<file path="src/rtl/param_risc_core.sv">
// Multi-cycle RISC core: FETCH, DECODE, EXEC, optional MEM, WB; 4 cycles per instruction, 4+N for LD/ST.
// RAM request is held stable until a one-cycle ack; the core waits in MEM for as long as the ack takes.
module param_risc_core #(
    parameter int DATA_W = 16,
    parameter int ADDR_W = 6,
    parameter int NREG   = 16
) (
    input  logic              clk,
    input  logic              reset,
    input  logic [15:0]       rom_data,
    output logic              rom_en,
    output logic [ADDR_W-1:0] rom_addr,
    output logic              ram_req,
    output logic              ram_we,
    output logic [ADDR_W-1:0] ram_addr,
    output logic [DATA_W-1:0] ram_wdata,
    input  logic [DATA_W-1:0] ram_rdata,
    input  logic              ram_ack,
    output logic [ADDR_W-1:0] pc,
    output logic [2:0]        state,
    output logic              halted
);
    typedef enum logic [2:0] {
        S_FETCH  = 3'd0,
        S_DECODE = 3'd1,
        S_EXEC   = 3'd2,
        S_MEM    = 3'd3,
        S_WB     = 3'd4,
        S_HALT   = 3'd5
    } state_e;

    localparam logic [3:0] OP_SLT  = 4'h6;
    localparam logic [3:0] OP_ADDI = 4'h7;
    localparam logic [3:0] OP_LD   = 4'h8;
    localparam logic [3:0] OP_ST   = 4'h9;
    localparam logic [3:0] OP_BEQ  = 4'hA;
    localparam logic [3:0] OP_JMP  = 4'hB;
    localparam logic [3:0] OP_LDI  = 4'hC;
    localparam logic [3:0] OP_HALT = 4'hF;

    state_e            state_q;
    logic [ADDR_W-1:0] pc_q, pc_d, ram_addr_q, ea_d;
    logic [15:0]       ir_q;
    logic [DATA_W-1:0] regs_q [16];
    logic [DATA_W-1:0] rdv_q, rsv_q, rtv_q, alu_q, alu_d, ram_wdata_q, imm4;
    logic              take_q, take_d, ram_req_q, ram_we_q, halted_q, wr_en;
    logic [3:0]        op;

    // R0 and indices at or above NREG always read as zero
    function automatic logic [DATA_W-1:0] rd_reg(input logic [3:0] idx);
        return (idx == 4'd0 || int'(idx) >= NREG) ? '0 : regs_q[idx];
    endfunction

    always_comb begin
        op     = ir_q[15:12];
        imm4   = DATA_W'($signed(ir_q[3:0]));
        ea_d   = ADDR_W'(rsv_q + imm4);
        take_d = (rdv_q == rsv_q);
        alu_d  = '0;
        case (op)
            4'h1:    alu_d = rsv_q + rtv_q;
            4'h2:    alu_d = rsv_q - rtv_q;
            4'h3:    alu_d = rsv_q & rtv_q;
            4'h4:    alu_d = rsv_q | rtv_q;
            4'h5:    alu_d = rsv_q ^ rtv_q;
            OP_SLT:  alu_d = ($signed(rsv_q) < $signed(rtv_q)) ? DATA_W'(1) : '0;
            OP_ADDI: alu_d = rsv_q + imm4;
            OP_LDI:  alu_d = DATA_W'(ir_q[7:0]);
            default: alu_d = '0;
        endcase
        pc_d = pc_q + ADDR_W'(1);
        if (op == OP_JMP)
            pc_d = ir_q[ADDR_W-1:0];
        else if (op == OP_BEQ && take_q)
            pc_d = pc_q + ADDR_W'(1) + ADDR_W'($signed(ir_q[3:0]));
        wr_en = ((op >= 4'h1 && op <= OP_LD) || op == OP_LDI) &&
                ir_q[11:8] != 4'd0 && int'(ir_q[11:8]) < NREG;
    end

    always_ff @(posedge clk or negedge reset) begin
        if (!reset) begin
            state_q     <= S_FETCH;
            pc_q        <= '0;
            ir_q        <= '0;
            rdv_q       <= '0;
            rsv_q       <= '0;
            rtv_q       <= '0;
            alu_q       <= '0;
            take_q      <= 1'b0;
            ram_req_q   <= 1'b0;
            ram_we_q    <= 1'b0;
            ram_addr_q  <= '0;
            ram_wdata_q <= '0;
            halted_q    <= 1'b0;
            for (int i = 0; i < 16; i++) regs_q[i] <= '0;
        end else begin
            case (state_q)
                S_FETCH: state_q <= S_DECODE;
                S_DECODE: begin
                    ir_q  <= rom_data;
                    rdv_q <= rd_reg(rom_data[11:8]);
                    rsv_q <= rd_reg(rom_data[7:4]);
                    rtv_q <= rd_reg(rom_data[3:0]);
                    if (rom_data[15:12] == OP_HALT) begin
                        state_q  <= S_HALT;
                        halted_q <= 1'b1;
                    end else begin
                        state_q <= S_EXEC;
                    end
                end
                S_EXEC: begin
                    alu_q  <= alu_d;
                    take_q <= take_d;
                    if (op == OP_LD || op == OP_ST) begin
                        state_q    <= S_MEM;
                        ram_req_q  <= 1'b1;
                        ram_we_q   <= (op == OP_ST);
                        ram_addr_q <= ea_d;
                        if (op == OP_ST) ram_wdata_q <= rdv_q;
                    end else begin
                        state_q <= S_WB;
                    end
                end
                S_MEM: begin
                    if (ram_ack) begin
                        ram_req_q <= 1'b0;
                        ram_we_q  <= 1'b0;
                        if (op == OP_LD) alu_q <= ram_rdata;
                        state_q   <= S_WB;
                    end
                end
                S_WB: begin
                    if (wr_en) regs_q[ir_q[11:8]] <= alu_q;
                    pc_q    <= pc_d;
                    state_q <= S_FETCH;
                end
                S_HALT:  state_q <= S_HALT;
                default: state_q <= S_FETCH;
            endcase
        end
    end

    // gated by reset so the strobe stays low while reset holds the FSM in FETCH
    assign rom_en    = (state_q == S_FETCH) && reset;
    assign rom_addr  = pc_q;
    assign pc        = pc_q;
    assign state     = state_q;
    assign halted    = halted_q;
    assign ram_req   = ram_req_q;
    assign ram_we    = ram_we_q;
    assign ram_addr  = ram_addr_q;
    assign ram_wdata = ram_wdata_q;
endmodule

</file>
<file path="config.mk">
export PLATFORM = sky130hd
export DESIGN_NAME = param_risc_core
export DESIGN_NICKNAME = d
export VERILOG_FILES = /design/src/rtl/param_risc_core.sv
export SDC_FILE = /design/constraint.sdc
export NUM_CORES = 1
export LEC_CHECK = 0
export BUFFER_PORTS_ARGS = -buffer_cell sky130_fd_sc_hd__buf_2
export CAP_MARGIN = 10
export CORE_MARGIN = 5
export CORE_UTILIZATION = 30
export DETAILED_ROUTE_END_ITERATION = 10
export PLACE_DENSITY = 0.49
export SKIP_CTS_REPAIR_TIMING = 1
export SLEW_MARGIN = 20
export SYNTH_ARGS = -nofsm -noshare
export SYNTH_HDL_FRONTEND = slang
export SYNTH_SLANG_ARGS = --single-unit
</file>
<file path="constraint.sdc">
create_clock -name clk -period 3.8 [get_ports clk]
set_input_delay 1.14 -clock clk [delete_from_list [all_inputs] [get_ports clk]]
set_output_delay 1.14 -clock clk [all_outputs]
set_load 0.01 [all_outputs]
</file>
==> results.sh, run 1 <==
export IMPL_die_w_um=292.1
export IMPL_status="complete, no violations"
export IMPL_cts_tree="yes"
export IMPL_syn_inst=1872
export IMPL_irDropWorstVdd_mv=0.3118
export IMPL_critPathArrivalTime_ns=3.88
export IMPL_synth_area_mux_share_pct=35.63
export IMPL_dieArea_mm2=0.08531
export IMPL_stdcell_count=2982
export IMPL_combPwrFrac_pct=43.0
export IMPL_cp_slowest_cell="dfrtp_1"
export IMPL_regToRegEndpoint="alu_q[11]"
export IMPL_drive_gt1_share_pct=38.36
export IMPL_required_ns=4.28
export IMPL_crit_start="rsv_q[4]"
export IMPL_cp_max_fo=9
export IMPL_htreeDepth=2
export IMPL_synth_simple_gate_area_share_pct=6.500
export IMPL_ys_flop_type="dfrtp_1"
export IMPL_ys_types=79
export IMPL_cp_end_kind="flop"
export IMPL_relSlewSlack_pct=28.45
export IMPL_pwr_share_seq_pct=34.1
export IMPL_cts_root_buf="clkbuf_16"
export IMPL_floorplan_die_height_um=292.1
export IMPL_p_leak_nw=11.90
export IMPL_period_needed_ns=3.399
export IMPL_synth_top_cell_area_share_pct=38.89
export IMPL_clock_fmax_ghz=0.2942
export IMPL_p_int_mw=11.81
export IMPL_ys_warn_count=0
export IMPL_syn_nets=1989
export IMPL_clk_insertion_delay_late_ns=0.60
export IMPL_worst_setup_path_type="reg2reg"
export IMPL_routedWlPerCell_um=26.55
export IMPL_start_kind="flop"
export IMPL_grt_pass1_wl_mm=118.2
export IMPL_fin_nets=2012
export IMPL_netlist_area_mm2=0.02387
export IMPL_finalCritPeriodShare_pct=89.44
export IMPL_dp_cells=2898
export IMPL_drt_total_wl_mm=79.18
export IMPL_power_switching_mw=8.240
export IMPL_synthArstFlopShare_pct=100.0
export IMPL_setup_viol=0
export IMPL_reg2reg_depth=9
export IMPL_cts_sinks=371
export IMPL_synth_edf_count=0
export IMPL_synth_top_family_by_area="multiplexers"
export IMPL_grt_max_degree=127
export IMPL_p_clk_share_pct=22.9
export IMPL_synthXorXnorAreaFrac_pct=1.761
export IMPL_hold_ws_ns=0.4187
export IMPL_rsz0062_at_grt="no"
export IMPL_drt_iter0_drc=1548
export IMPL_p_per_area_mw_per_mm2=741.8
export IMPL_num_rows=103
export IMPL_grt_pass1_vias=17090
export IMPL_ios=76
export IMPL_first_pass_iters=5
export IMPL_numPortBuffers=75
export IMPL_hpwl_mm=54.05
export IMPL_grtUsageTotal_pct=18.26
export IMPL_syn_to_final_growth_pct=13.23
export IMPL_syn_avg_cell_area_um2=12.75
export IMPL_fin_skew_ns=0.02532
export IMPL_nFillCells=7701
export IMPL_path_clk_slew_ns=0.07
export IMPL_vias=16770
export IMPL_cts_max_path_buffers=3
export IMPL_synth_compound_area_share_pct=8.020
export IMPL_sw_frac_of_total_pct=41.10
export IMPL_tightest_slew_ns=1.073
export IMPL_vias_per_cell=5.624
export IMPL_setup_tns_ns=0
export IMPL_route_detailed_drc=0
export IMPL_grt_overflow_total=0
export IMPL_cap_violations=0
export IMPL_synth_seq_area_share_pct=38.89
export IMPL_synth_top_area_cell="dfrtp_1"
export IMPL_hold_viol_final=0
export IMPL_ys_top_cells_by_area="dfrtp_1, mux4_2, mux2_2, ha_1, nand2_1"
export IMPL_worstPathCellList="inv_1 > ha_1 > or4_4 > a21oi_1 > a221oi_1 > buf_4 > xnor2_1 > o221ai_1 > a211o_1"
export IMPL_reg2reg_setup_slack_ns=0.40
export IMPL_hp_class="reg2reg"
export IMPL_antenna_found_initial=5
export IMPL_critPathCapture="alu_q[11]"
export IMPL_core_area_mm2=0.07900
export IMPL_max_stage_delay_ns=0.63
export IMPL_initial_core_util_pct=30.22
export IMPL_synth_fa_ha_area_share_pct=4.424
export IMPL_globalplace_congestion=0.8922
export IMPL_ant_nets=0
export IMPL_ys_ff_latch=371
export IMPL_timing_rr_start="rsv_q[4]"
export IMPL_pre_cts_slack_ns=0.3878
export IMPL_setup_ws_ns=0.4012
export IMPL_maxSlewViolCount=0
export IMPL_numCtsBuffers=45
power by group through the flow:
stage	combinational (mW)	clock, mW	sequential, mW
detailed placement	8.54	0	6.85
global placement	8.44	0	6.79
CTS	8.58	4.71	6.78
floorplan	6.20	0	6.04
global route	9.24	4.86	7.01
finish	8.62	4.60	6.83
through the flow:
stage | utilization (%) | cell area, um2 | power, mW
final | 34.21 | 27030 | 20.05
after global routing | 34.20 | 27020 | 21.10
after CTS | 34.20 | 27020 | 20.08
after detailed placement | 32.19 | 25430 | 15.39
after global placement | 32.19 | 25430 | 15.23
after floorplan | - | 23870 | 12.24
per-layer routing:
layer	wire length [um]	part of all wire (%)	vias to the layer above	track usage, %
met5	0	0	-	0
met3	5067	6.4	129	3.613
met1	34370	43	8891	25.25
li1	-	-	7160	-
met4	2426	3.1	0	5.414
met2	37310	47	592	29.32
cells in the mapped netlist, types with 25 or more instances:
cell,instances
mux4_2,240
dfrtp_1,371
mux2_4,30
ha_1,78
mux2_2,228
nand2_1,125
buf_2,33
clkbuf_1,97
inv_1,100
o21ai_0,71
xor2_1,30
a21oi_1,54
o22ai_1,40
nor2_1,65
a221oi_1,25
worst min-delay path by stage:
stage               depth (start not counted)           to  slack (ns)   startpoint
floorplan                                   2      ir_q[7]        0.45      ir_q[7]
global placement                            0  regs_q[243]        0.39  regs_q[243]
detailed placement                          0  regs_q[254]        0.40  regs_q[254]
CTS                                         0  regs_q[253]        0.42  regs_q[253]
global route                                0  regs_q[240]        0.44  regs_q[240]
finish                                      0  regs_q[254]        0.42  regs_q[254]
state kept, by name (all words and copies together), names as in the netlist:
signal and count:
regs_q 256, alu_q 16, ir_q 16, ram_wdata 16
rdv_q 16, rsv_q 16, rtv_q 16, pc 6
ram_addr 6, state 3, halted 1, ram_req 1
ram_we 1, take_q 1
critical path: cells and delay by family, from the launching register on:
family	cells	cell delay [ns]
compound gates	4	0.99
xor+xnor	1	0.14
fa+ha+maj	1	0.47
buf+inv	2	0.43
flops	1	0.63
simple gates	1	0.61
kinds of logic after synthesis:
family,count (synthesis)
XOR/XNOR,48
flip-flops,371
AND/OR/NAND/NOR,311
adder cells (fa/ha/maj),82
buffers and inverters,261
multiplexers,506
AO/OA/AOI/OAI,293
cell usage in the layout, fill, tap and decap left out, drive strengths merged, types with 13 or more instances in the layout:
cell type and n:
a21o 16, a21oi 54, a221oi 25, buf 135, clkbuf 58, dfrtp 371, ha 78, inv 105
mux2 260, mux4 240, nand2 131, nand3 18, nor2 72, nor2b 15, nor3 16, o211ai 13
o21ai 71, o22ai 40, xnor2 18, xor2 30
cell type report:
cell class / instances / area [um2] / share of cell area (%)
inverters: 102 / 382.9 / 1.417
well taps: 1050 / 1314 / 4.861
multi-input cells: 1240 / 13480 / 49.87
clock inverters: 23 / 339.1 / 1.255
diodes: 3 / 7.507 / 0.02778
flip-flops and latches: 371 / 9284 / 34.35
repair buffers: 135 / 977.2 / 3.615
clock buffers: 58 / 1245 / 4.606
Power figures use the tool's default switching activity.
==> run 2, diff against run 1 <==
- CTS_CLUSTER_SIZE: not set -> 12
- clock period: 3.8 -> 3.5 ns (I/O delays scaled with it)
==> run 2 against run 1 <==
Compared with the run above: combinational power rose by 10%; cell area rose by 0.83%; sequential share of layout area fell by 0.28 points; clock-buffer cell count rose by 7; sequential power rose by 7.9%; hold slack got worse by 0.0041 ns; via count rose by 0.82%; utilization rose by 0.29 points; non-clock buffer count rose by 17; setup slack got worse by 0.16 ns; critical endpoint unchanged.
==> results.sh, run 2 (synthesis results as in run 1) <==
export IMPL_period_needed_ns=3.256
export IMPL_relSlewSlack_pct=28.00
export IMPL_die_w_um=292.1
export IMPL_fin_area_mm2=0.02725
export IMPL_required_ns=3.96
export IMPL_max_stage_delay_ns=0.53
export IMPL_path_buf_inv=1
export IMPL_initial_core_util_pct=30.22
export IMPL_p_leak_nw=12.04
export IMPL_drt_iter0_drc=1615
export IMPL_cap_violations=0
export IMPL_tightest_slew_ns=1.080
export IMPL_setup_ws_ns=0.2443
export IMPL_post_dp_cell_area_mm2=0.02567
export IMPL_pre_cts_slack_ns=0.2850
export IMPL_first_pass_iters=5
export IMPL_fin_skew_ns=0.03453
export IMPL_maxSlewViolCount=0
export IMPL_irDropWorstVdd_mv=0.3978
export IMPL_finalPower_mw=21.86
export IMPL_dieArea_mm2=0.08531
export IMPL_hold_ws_ns=0.4146
export IMPL_drt_total_wl_mm=79.93
export IMPL_grt_pass1_wl_mm=120.1
export IMPL_regMostFlops="regs_q"
export IMPL_final_cell_mix="dfrtp_1, mux4_2, mux2_2, nand2_1, inv_1"
export IMPL_worstPathCellList="buf_4 > ha_1 > a211oi_1 > o21bai_1 > o2111ai_1 > nor3_1 > o41ai_1 > o21ai_0 > a211o_1"
export IMPL_num_rows=103
export IMPL_ios=76
export IMPL_critPathArrivalTime_ns=3.72
export IMPL_cts_root_buf="clkbuf_16"
export IMPL_routedWlPerCell_um=26.66
export IMPL_hp_class="reg2reg"
export IMPL_crit_family="compound AO/OA/AOI/OAI gates"
export IMPL_ant_nets=0
export IMPL_largest_reg_flops=256
export IMPL_drive_gt1_share_pct=38.88
export IMPL_worst_setup_path_type="reg2reg"
export IMPL_numCtsBuffers=46
export IMPL_cts_tree="yes"
export IMPL_start_kind="flop"
export IMPL_vias=16910
export IMPL_path_clk_slew_ns=0.06
export IMPL_finalCritPeriodShare_pct=93.02
export IMPL_cp_slowest_cell="o41ai_1"
export IMPL_stdcell_count=2998
export IMPL_cts_sinks=371
export IMPL_fin_nets=2030
export IMPL_dp_cells=2915
export IMPL_status="complete, no violations"
export IMPL_grt_overflow_total=0
export IMPL_cts_max_path_buffers=3
export IMPL_floorplan_die_height_um=292.1
export IMPL_htreeDepth=2
export IMPL_clock_fmax_ghz=0.3072
export IMPL_nFillCells=7706
export IMPL_hold_viol_final=0
export IMPL_cp_end_kind="flop"
export IMPL_numPortBuffers=75
export IMPL_core_area_mm2=0.07900
export IMPL_route_detailed_drc=0
export IMPL_vias_per_cell=5.640
export IMPL_syn_to_final_growth_pct=14.17
export IMPL_grt_pass1_vias=17690
export IMPL_grt_max_degree=147
export IMPL_setup_tns_ns=0
export IMPL_setup_viol=0
export IMPL_grtUsageTotal_pct=18.57
export IMPL_final_common_cell="dfrtp_1"
export IMPL_globalplace_congestion=0.8778
export IMPL_post_route_util_pct=34.50
export IMPL_rsz0062_at_grt="no"
export IMPL_clk_insertion_delay_late_ns=0.60
export IMPL_hpwl_mm=54.79
export IMPL_cp_max_fo=5
export IMPL_antenna_found_initial=4
export IMPL_p_per_area_mw_per_mm2=802.1
run 2: cell types whose count changed in the layout (fill, tap and decap cells not counted), sizes merged:
cell,change
clkinvlp,-5
inv,-1
bufinv,-2
clkbuf,+7
buf,+17
clkinv,+2
diode,-2
run 2: worst paths after layout:
check                              end   startpoint  depth (start not counted)  slack [ns]
max                          alu_q[11]     rsv_q[1]                          9        0.24
min                        regs_q[246]  regs_q[246]                          0        0.41
max reg2reg                  alu_q[11]     rsv_q[1]                          9        0.24
min reg2reg                regs_q[246]  regs_q[246]                          0        0.41
max in group asynchronous   regs_q[65]        reset                          3        1.70
min in group asynchronous      ir_q[4]        reset                          2        0.46
run 2: per-layer routing:
layer	part of all wire [%]	track usage, %
met4	3.5	6.280
met3	6.2	3.149
met1	44	25.87
met2	46	29.58
met5	0	0
run 2: layout make-up:
class | count | area [um2] | share of cell area [%]
inverters | 102 | 382.9 | 1.405
clock inverters | 17 | 232.7 | 0.8539
flip-flops and latches | 371 | 9284 | 34.06
diodes | 1 | 2.502 | 0.009182
clock buffers | 65 | 1344 | 4.931
well taps | 1050 | 1314 | 4.821
multi-input cells | 1240 | 13480 | 49.46
repair buffers | 152 | 1214 | 4.453
run 2: report_power, final:
part | switching (mW) | total, mW | leakage [nW] | internal [mW]
sequential | 1.83 | 7.37 | 5.06 | 5.54
clock | 2.00 | 4.98 | 0.782 | 2.98
combinational | 5.12 | 9.51 | 6.20 | 4.39
total | 8.94 | 21.9 | 12.0 | 12.9
==> run 3, diff against run 2 <==
- PLACE_DENSITY: 0.49 -> not set
==> run 3 against run 2 <==
Compared with the run above: die area is the same; wire length decreased by 2.4%; cell area is 1.1% lower; flip-flop and latch count stayed put; clock power fell by 9.8%; via count is 0.27% higher; highest routed layer is now met5.
==> results.sh, run 3 (synthesis results as in run 1) <==
export IMPL_final_common_cell="dfrtp_1"
export IMPL_worstPathCellList="ha_1 > o211ai_1 > o21bai_1 > o2111ai_1 > and3_1 > o41ai_1 > o21ai_0 > a211o_1"
export IMPL_route_detailed_drc=0
export IMPL_drt_total_wl_mm=78.02
export IMPL_status="complete, no violations"
export IMPL_dieArea_mm2=0.08531
export IMPL_drt_iter0_drc=1619
export IMPL_clock_fmax_ghz=0.3108
export IMPL_grt_overflow_total=0
export IMPL_relSlewSlack_pct=25.78
export IMPL_num_rows=103
export IMPL_initial_core_util_pct=30.22
export IMPL_critPathCapture="alu_q[11]"
export IMPL_timing_rr_start="rsv_q[3]"
export IMPL_cts_sinks=371
export IMPL_cp_max_fo=6
export IMPL_required_ns=3.95
export IMPL_crit_start="rsv_q[3]"
export IMPL_start_kind="flop"
export IMPL_crit_family="compound AO/OA/AOI/OAI gates"
export IMPL_ant_nets=0
export IMPL_first_pass_iters=5
export IMPL_grtUsageTotal_pct=18.00
export IMPL_final_cell_mix="dfrtp_1, mux4_2, mux2_2, nand2_1, inv_1"
export IMPL_die_w_um=292.1
export IMPL_routedWlPerCell_um=26.09
export IMPL_cts_tree="yes"
export IMPL_regArea_mm2=0.009284
export IMPL_maxSlewViolCount=0
export IMPL_top_usage_layer="met2"
export IMPL_use_met2_pct=29.42
export IMPL_reg2reg_depth=8
export IMPL_globalplace_congestion=0.9124
export IMPL_p_leak_nw=11.89
export IMPL_largest_reg_flops=256
export IMPL_finalCritPeriodShare_pct=91.92
export IMPL_period_needed_ns=3.217
export IMPL_max_stage_delay_ns=0.53
export IMPL_worstHoldStart="regs_q[252]"
export IMPL_worst_setup_path_type="reg2reg"
export IMPL_core_area_mm2=0.07900
export IMPL_cp_slowest_cell="o41ai_1"
export IMPL_numPortBuffers=75
export IMPL_antenna_found_initial=2
export IMPL_path_clk_slew_ns=0.06
export IMPL_irDropWorstVdd_mv=0.3523
export IMPL_critPathArrivalTime_ns=3.67
export IMPL_numCtsBuffers=43
export IMPL_fin_nets=2026
export IMPL_vias=16960
export IMPL_regToRegEndpoint="alu_q[11]"
export IMPL_ios=76
export IMPL_grt_pass1_wl_mm=117.8
export IMPL_tightest_slew_ns=1.113
export IMPL_met3_usage_pct=3.400
export IMPL_rsz0062_at_grt="no"
export IMPL_grt_max_degree=174
export IMPL_nFillCells=7670
export IMPL_fin_skew_ns=0.02498
export IMPL_syn_to_final_growth_pct=12.89
export IMPL_gr_usage_met1_pct=24.18
export IMPL_vias_per_cell=5.671
export IMPL_cp_num_cells=8
export IMPL_hp_class="reg2reg"
export IMPL_cts_root_buf="clkbuf_16"
export IMPL_htreeDepth=2
export IMPL_regMostFlops="regs_q"
export IMPL_multiInputGateArea_mm2=0.01348
export IMPL_path_buf_inv=0
export IMPL_cp_end_kind="flop"
export IMPL_p_per_area_mw_per_mm2=801.1
export IMPL_cap_violations=0
export IMPL_setup_tns_ns=0
export IMPL_grt_pass1_vias=17610
export IMPL_hold_ws_ns=0.4218
export IMPL_reg2reg_setup_slack_ns=0.28
export IMPL_floorplan_die_height_um=292.1
export IMPL_hpwl_mm=54.00
export IMPL_hold_viol_final=0
export IMPL_clk_insertion_delay_late_ns=0.58
export IMPL_cts_max_path_buffers=3
export IMPL_drive_gt1_share_pct=38.42
export IMPL_setup_viol=0
run 3: stage by stage:
| step | worst slack, ns | cell area [um2] | power, mW | util [%] | std cells |
|---|---|---|---|---|---|
| after floorplan | 0.6530 | 23870 | 13.29 | - | 1872 |
| after global placement | 0.3536 | 25560 | 16.80 | 32.36 | 2914 |
| after detailed placement | 0.3121 | 25560 | 17.03 | 32.36 | 2914 |
| after CTS | 0.3411 | 26940 | 21.58 | 34.11 | 2989 |
| after global routing | 0.1984 | 26940 | 22.68 | 34.11 | 2989 |
| final | 0.2828 | 26950 | 21.59 | 34.11 | 2990 |
run 3: worst min-delay path by stage:
stage,endpoint,cells past startpoint
global route,regs_q[245],0
CTS,regs_q[243],0
finish,regs_q[252],0
global placement,regs_q[242],0
floorplan,ir_q[7],2
detailed placement,regs_q[243],0
run 3: final cells by class:
type / instances / area share (%)
Sequential cell: 371 / 34.45
Clock inverter: 11 / 0.3947
Timing Repair Buffer: 151 / 4.086
Tap cell: 1050 / 4.875
Clock buffer: 64 / 4.741
Inverter: 102 / 1.421
Multi-Input combinational cell: 1240 / 50.02
Antenna cell: 1 / 0.009286
run 3: worst reg2reg max path, stage by stage (launching register included):
cell       delay [ns]
dfrtp_1          0.51
ha_1             0.42
o211ai_1         0.11
o21bai_1         0.34
o2111ai_1        0.32
and3_1           0.29
o41ai_1          0.53
o21ai_0          0.21
a211o_1          0.36
run 3: where the power goes:
group | internal (mW) | total, mW | switching (mW) | leakage (nW)
Clock | 2.60 | 4.49 | 1.89 | 0.673
Combinational | 4.45 | 9.70 | 5.25 | 6.16
Sequential | 5.54 | 7.39 | 1.85 | 5.06
run 3: layer usage:
metal / part of all wire (%) / up-vias / wire length [um]
met5: 0.017 / - / 13
met4: 3.3 / 2 / 2599
met3: 6.9 / 146 / 5361
met2: 48 / 688 / 37540
met1: 42 / 8949 / 32510
li1: - / 7170 / -
